<file path="config.mk">
export PLATFORM = sky130hd
export DESIGN_NAME = m6809_core_pullseq
export DESIGN_NICKNAME = d
export VERILOG_FILES = /design/src/rtl/m6809_core_pullseq.sv
export SDC_FILE = /design/constraint.sdc
export NUM_CORES = 1
export LEC_CHECK = 0
export BUFFER_PORTS_ARGS = -buffer_cell sky130_fd_sc_hd__buf_2
export CORE_ASPECT_RATIO = 0.75
export CORE_MARGIN = 1
export CORE_UTILIZATION = 35
export DETAILED_ROUTE_END_ITERATION = 16
export PLACE_DENSITY = 0.56
export SLEW_MARGIN = 20
export SYNTH_ARGS = -nofsm -noshare
export SYNTH_HDL_FRONTEND = slang
export SYNTH_SLANG_ARGS = --single-unit
</file>
<file path="constraint.sdc">
create_clock -name clk -period 3.8 [get_ports clk]
set_input_delay 0 -clock clk [delete_from_list [all_inputs] [get_ports clk]]
set_output_delay 0 -clock clk [all_outputs]
set_load 0.01 [all_outputs]
</file>
<file path="src/rtl/m6809_core_pullseq.sv">
// PULS/PULU byte sequencer: walks the post-byte mask lowest bit first, reading
// one byte per RD/CAP pair, writing completed registers and the final stack pointer.
module m6809_core_pullseq (
  input  logic        clk,
  input  logic        reset,
  input  logic        start,
  input  logic [7:0]  postbyte,
  input  logic        use_u,
  input  logic [15:0] sp_in,
  input  logic [7:0]  din,
  output logic [15:0] addr,
  output logic        rd,
  output logic        reg_we,
  output logic [3:0]  reg_sel,
  output logic [15:0] reg_data,
  output logic        sp_we,
  output logic [15:0] sp_out,
  output logic        busy,
  output logic        done
);

  localparam int unsigned MASK_W = 8;
  localparam int unsigned PTR_W  = 16;
  localparam int unsigned IDX_W  = 3;
  localparam int unsigned SEL_W  = 4;

  typedef enum logic [1:0] {
    S_IDLE = 2'd0,
    S_RD   = 2'd1,
    S_CAP  = 2'd2,
    S_FIN  = 2'd3
  } state_t;

  state_t             r_state, w_state_nxt;
  logic [MASK_W-1:0]  r_mask,  w_mask_nxt;
  logic               r_use_u, w_use_u_nxt;
  logic [PTR_W-1:0]   r_ptr,   w_ptr_nxt;
  logic [7:0]         r_hold,  w_hold_nxt;
  logic               r_lo,    w_lo_nxt;

  logic [IDX_W-1:0]   w_idx;
  logic               w_is16;
  logic [SEL_W-1:0]   w_code;
  logic [MASK_W-1:0]  w_mask_clr;

  // Lowest set mask bit is the next register in pull order.
  always_comb begin
    w_idx = '0;
    for (int i = MASK_W - 1; i >= 0; i--) begin
      if (r_mask[i]) w_idx = IDX_W'(i);
    end
  end

  assign w_is16     = w_idx[2];
  assign w_mask_clr = r_mask & ~(MASK_W'(1) << w_idx);

  // Bit 6 names the stack the instruction is not using.
  always_comb begin
    w_code = '0;
    case (w_idx)
      3'd0:    w_code = 4'hA;
      3'd1:    w_code = 4'h8;
      3'd2:    w_code = 4'h9;
      3'd3:    w_code = 4'hB;
      3'd4:    w_code = 4'h1;
      3'd5:    w_code = 4'h2;
      3'd6:    w_code = r_use_u ? 4'h4 : 4'h3;
      default: w_code = 4'h5;
    endcase
  end

  always_ff @(posedge clk or posedge reset) begin
    if (reset) begin
      r_state <= S_IDLE;
      r_mask  <= '0;
      r_use_u <= 1'b0;
      r_ptr   <= '0;
      r_hold  <= '0;
      r_lo    <= 1'b0;
    end else begin
      r_state <= w_state_nxt;
      r_mask  <= w_mask_nxt;
      r_use_u <= w_use_u_nxt;
      r_ptr   <= w_ptr_nxt;
      r_hold  <= w_hold_nxt;
      r_lo    <= w_lo_nxt;
    end
  end

  // Next state plus outputs decoded from the current state.
  always_comb begin
    w_state_nxt = r_state;
    w_mask_nxt  = r_mask;
    w_use_u_nxt = r_use_u;
    w_ptr_nxt   = r_ptr;
    w_hold_nxt  = r_hold;
    w_lo_nxt    = r_lo;
    addr        = '0;
    rd          = 1'b0;
    reg_we      = 1'b0;
    reg_sel     = '0;
    reg_data    = '0;
    sp_we       = 1'b0;
    sp_out      = '0;
    busy        = 1'b0;
    done        = 1'b0;

    case (r_state)
      S_IDLE: begin
        if (start) begin
          w_mask_nxt  = postbyte;
          w_use_u_nxt = use_u;
          w_ptr_nxt   = sp_in;
          w_hold_nxt  = '0;
          w_lo_nxt    = 1'b0;
          w_state_nxt = (postbyte != '0) ? S_RD : S_FIN;
        end
      end
      S_RD: begin
        busy        = 1'b1;
        rd          = 1'b1;
        addr        = r_ptr;
        w_state_nxt = S_CAP;
      end
      S_CAP: begin
        busy      = 1'b1;
        w_ptr_nxt = r_ptr + PTR_W'(1);
        if (w_is16 && !r_lo) begin
          w_hold_nxt  = din;
          w_lo_nxt    = 1'b1;
          w_state_nxt = S_RD;
        end else begin
          reg_we      = 1'b1;
          reg_sel     = w_code;
          reg_data    = w_is16 ? {r_hold, din} : {8'h00, din};
          w_mask_nxt  = w_mask_clr;
          w_lo_nxt    = 1'b0;
          w_state_nxt = (w_mask_clr != '0) ? S_RD : S_FIN;
        end
      end
      S_FIN: begin
        busy        = 1'b1;
        sp_we       = 1'b1;
        sp_out      = r_ptr;
        done        = 1'b1;
        w_state_nxt = S_IDLE;
      end
      default: w_state_nxt = S_IDLE;
    endcase
  end

endmodule
</file>
== Yosys cells after proc, flatten, opt, wreduce, memory -nomap -nowiden ==
Cells that the tools add are included.
Cells by class
  $add $sub $neg: 1
  equality and inequality tests: 12
  shifts and indexed selects: 1
  mux-type cells: 38
  bitwise operators: 2
  reduce and logical (&&, ||, !) cells: 12
Operator list (number)
  $mux W16: 6
  $mux W8: 4
  $pmux W16 S2: 1
  $pmux W8 S2: 2
  $pmux W4 S7: 1
  $mux W3: 9
  $add A16 B1 Y16 const B: 1
  $reduce_bool A8 Y1: 2
  $eq A3 B3 Y1 const B: 3
  $and A8 B8 Y8: 1
  $mux W2: 4
  $mux W4: 2
  $not A8 Y8: 1
  $pmux W2 S4: 1
  $shl A1 B3 Y8 const A: 1
  $mux W1: 7
  $eq A3 B2 Y1 const B: 2
  $ne A2 B2 Y1 const B: 3
  $reduce_and A3 Y1: 2
  $eq A2 B2 Y1 const B: 2
  $reduce_and A2 Y1: 2
  $eq A3 B1 Y1 const B: 1
  $logic_not A3 Y1: 1
  $reduce_or A3 Y1: 1
  6 further kinds: 6
Word-level totals
  flip-flop bits (word level): 36
  output and inout port bits: 57
  word-level logic and storage cells: 72

== Logic depth before layout (Yosys ltp) ==
  word-level depth: 15
  mapped depth: 6
  mapped depth without buffers: 5

== Worst setup path after synthesis ==
Ideal clock, no wire load.
  path type: register -> register
  start point: register r_mask[7]
  end point: register r_mask[6]
  setup time: 0.124 ns
  arrival: 1.675 ns
  data required time: 3.676 ns
  slack: 2.001 ns
  stages on the path, launching flop included: 6
  path buffers: 1
  cells stage by stage: dfrtp_1 -> buf_2 -> or4_4 -> a41oi_2 -> nor2_1 -> a211o_1
Between the ends
  longest elaborated chain between the ends: 13
RTL lines
  from (decl): RTL line 35  | logic [MASK_W-1:0] r_mask, w_mask_nxt;
  from (signal assigned): RTL line 82  | r_mask <= w_mask_nxt;
  $mux W3 * (8 in series): RTL line 50  | if (r_mask[i]) w_idx = IDX_W'(i);
  $shl A1 B3 Y8: RTL line 55  | assign w_mask_clr = r_mask & ~(MASK_W'(1) << w_idx);
  $not A8 Y8: RTL line 55
  $and A8 B8 Y8: RTL line 55
  $mux W8: RTL line 128  | if (w_is16 && !r_lo) begin
  $pmux W8 S2: RTL line 108  | case (r_state)
Mark *: on every way between the ends. The rest lies on a longest branch, timed or not. The select of a mux whose other input is x is not followed.
A chain may end at the register's enable or synchronous reset.

== Final worst setup path ==
  start point: register r_state[0]
  end point: output port reg_data[10]
Between the ends
  longest elaborated chain between the ends: 2
RTL lines
  from (decl): RTL line 34  | state_t r_state, w_state_nxt;
  from (signal assigned): RTL line 81  | r_state <= w_state_nxt;
  $eq A2 B2 Y1: RTL line 108
  $mux W16: RTL line 108
  to (decl): RTL line 15  | output logic [15:0] reg_data,
No other way between the ends.

==> results.txt <==
----------------------------------------------------
[Global routing]
  GRT Overall Usage ... 21.1%
  First-pass GRT wire length ... 12300 um
  Total congestion overflow ... 0
  Maximum number of pins on one net before global-route repair ... 39
  Vias in the first global route ... about 2300
  Antenna violations before repair ... 0

[Timing]
  Relative slew margins ... 47.6%
  Endpoints failing setup ... 0
  Setup repair after global routing missed its margin ... no
  Worst Max-Slew Pin Slew ... between 0.7 and 0.8 ns
  Final sum of negative setup slack ... 0 ns
  Number of hold-slack violations in the final timing report ... 0
  Worst clock skew on the final layout ... 0.00811 ns
  Number of pins with negative max-slew slack in the final report ... 0
  Fmax ... 393 MHz
  Final worst-path cycle share ... 67.0%
  Minimum clock period after layout ... 2.55 ns
  Post-route worst hold slack ... 0.00667 ns

[Critical path]
  Maximum net fanout on the critical path ... 25
  Biggest cell delay along the critical path ... 0.59 ns
  Register-to-register path setup slack ... roughly 1.3 ns
  Slowest cell on crit path ... dfrtp_1
  Signal arrival time at the worst endpoint ... approximately 2.6 ns
  Worst setup path category ... flip-flop to primary output
  Cell chain of the critical path ... buf_4 > nand2b_1 > nor4_4 > and2_1 > buf_2
  Setup crit end kind ... primary output
  Worst Setup Start Kind ... flip-flop
  WP data required ... 3.80 ns
  Kind of cell adding the most delay to the critical path ... simple AND/OR/NAND/NOR gates
  Worst path bufs/invs ... 2

[Route]
  Iteration count of the initial detailed-routing pass ... 5
  Number of nets with antenna violations after detailed routing ... 0
  Wire length per cell ... 16.1 um
  Via-to-Cell Ratio ... between 5 and 6
  Total routed wirelength ... roughly 8000 um
  Violation count after the first detailed-routing iteration ... 216
  DR vias ... 2743
  Number of remaining DRC errors ... 0

[Synthesis]
  Cell taking the most area after synthesis ... dfrtp_1
  Number of synthesized flops with an enable pin ... 0
  Post-Syn Instances ... 308
  Synth top cells by count ... 41 x and3_1, 36 x dfrtp_1, 22 x nand2_1
  Most common cell in the synthesized netlist ... and3_1
  Share of synthesized registers carrying an async set or reset ... 100%
  Post-synthesis net count ... 345
  Netlist Area Pre-Place ... 2540 sq um
  Proportion of synthesized chip area in sequential cells ... a little over a third
  Yosys Warn Count ... 0
  Number of library cell types mapped by synthesis ... between 50 and 60
  Post-synthesis average cell area ... between 8 and 9 sq um
  Top cells by area, synth ... dfrtp_1 35%, and3_1 10%, nand2_1 3.2%, clkbuf_1 3.1%, a22oi_1 3.0%
  Main synth FF type ... dfrtp_1
  Portion of synthesized cell area occupied by the leading cell type ... 35.4%
  Synthesis-stage register bit count ... 36

[Clocking]
  Maximum clock insertion buffer count ... 2
  CTS tree ... yes
  Clock root cell ... clkbuf_8
  Clock transition at path regs ... 0.08 ns
  Clock sink count ... 36
  Number of levels in the clock H-tree ... 2
  Worst-skew pair later-pin latency ... 0.28 ns
  TritonCTS buffer count ... 5

[Floorplan]
  CORE AREA ... between 6000 and 7000 sq um
  Die area ... 7610 sq um
  Die outline height ... 75.8 um
  Floorplan die width ... ~100 um
  Std-Cell Rows ... 26
  Initial cell density of the core ... 36.7%
  Number of top-level pins ... a little over 90

[Placed design]
  HPWL reported at the end of detailed placement ... 5650 um
  Routability congestion estimate from global placement ... between 0.8 and 0.9
  Number of buffers inserted by port buffering ... 92

[Worst hold path]
  Kind of path behind the tightest hold check ... primary input to flip-flop

[Final layout]
  Footprint of the multi-input gates ... between 1000 and 1500 sq um
  Area delta synth->final ... 29.1%
  Area taken by flip-flops and latches ... approximately 900 sq um
  Count of filler cells inserted in the layout ... 711
  Diodes inserted ... 0
  Proportion of layout cells with a drive suffix above 1 ... 29.8%
  Final layout net count ... 437

[Power]
  P per Cell Area ... approximately 800 nW/um^2
  P_leak ... 0.00163 uW
  Worst IR Drop VDD ... ~0.24 mV

[Outcome]
  Status ... finished clean

[Flow run]
  Number of max-cap violations ... 0

----------------------------------------------------
-- per-stage QoR --
| stage | power [uW] | worst slack (ns) | util [%] | std cells | cell area [sq um] |
|---|---|---|---|---|---|
| 2_1_floorplan | 1820 | 2.00 | - | 308 | 2540 |
| 3_3_place_gp | 2230 | 1.45 | 44.1 | 478 | 3060 |
| 3_5_place_dp | 2230 | 1.33 | 44.1 | 478 | 3060 |
| 4_1_cts | 2550 | 1.25 | 47.4 | 498 | 3280 |
| 5_1_grt | 2770 | 1.07 | 47.4 | 498 | 3280 |
| 6_report | 2550 | 1.25 | 47.4 | 498 | 3280 |
-- kinds of logic (layout without fill, tap and decap cells) --
logic type / count (synthesis) / after routing / share of synthesized area (%)
AO/OA/AOI/OAI: 88 / 88 / 23.4
XOR/XNOR: 2 / 2 / 0.689
adder cells (fa/ha/maj): 1 / 1 / 0.492
buffers and inverters: 36 / 128 / 6.00
flip-flops: 36 / 36 / 35.4
multiplexers: 4 / 4 / 1.67
AND/OR/NAND/NOR: 141 / 141 / 32.3
-- final timing paths --
check / from / to / depth (start not counted)
setup reg to reg: r_state[1] / r_ptr[13] / 7
setup / recovery: r_state[0] / reg_data[10] / 5
hold reg to reg: r_hold[2] / r_hold[2] / 2
min in group asynchronous: reset / r_hold[1] / 4
max in group asynchronous: reset / r_mask[3] / 4
hold / removal: sp_in[12] / r_ptr[12] / 3
-- report_power, final --
group          switching (uW)  leakage [uW]  internal, uW
Combinational             804       0.00114           571
Clock                     138     0.0000503           162
Sequential                315      0.000442           564
Total                    1260       0.00163          1300
-- state kept, by name, indices dropped and copies added (netlist names) --
register	flops
r_lo	1
r_ptr	16
r_use_u	1
r_hold	8
r_state	2
r_mask	8
-- routing by layer --
layer	global-route usage, %	wire (um)
met4	2.42	27
met1	33.5	4220
met3	3.30	403
met2	30.4	3350
met5	0	0
-- cells in the final DEF, fill, tap and decap left out, drive strengths merged, types with 3 or more instances in the layout --
cell          n
buf          98
and3         41
dfrtp        36
nand2        22
o21ai        20
nor2         19
a21oi        14
nor3         13
dlygate4sd3  13
nor4         11
inv          10
o22ai        10
a22oi        10
and2         10
a211oi        7
clkbuf        7
nand4         6
nand3         6
a22o          5
nor2b         3
or2           3
o22a          3
or4           3
-- area by class of cell --
cell class / instances / share of cell area, %
Tap cell: 98 / 3.74
Clock buffer: 7 / 2.94
Inverter: 10 / 1.14
Multi-Input combinational cell: 236 / 45.4
Sequential cell: 36 / 27.4
Timing Repair Buffer: 111 / 19.4
-- worst min-delay path, cell delays in order --
cell     delay, ns
buf_2         0.09
o22ai_1       0.06
a21oi_1       0.11
-- timing repair --
action / in CTS / in global routing
setup buffers: 0 / 0
resized for setup: 0 / 0
setup endpoints to repair: 0 / 0
endpoints found under the hold margin: 48 / 0
hold buffers: 13 / 0
(Power assumes the default switching activity.)
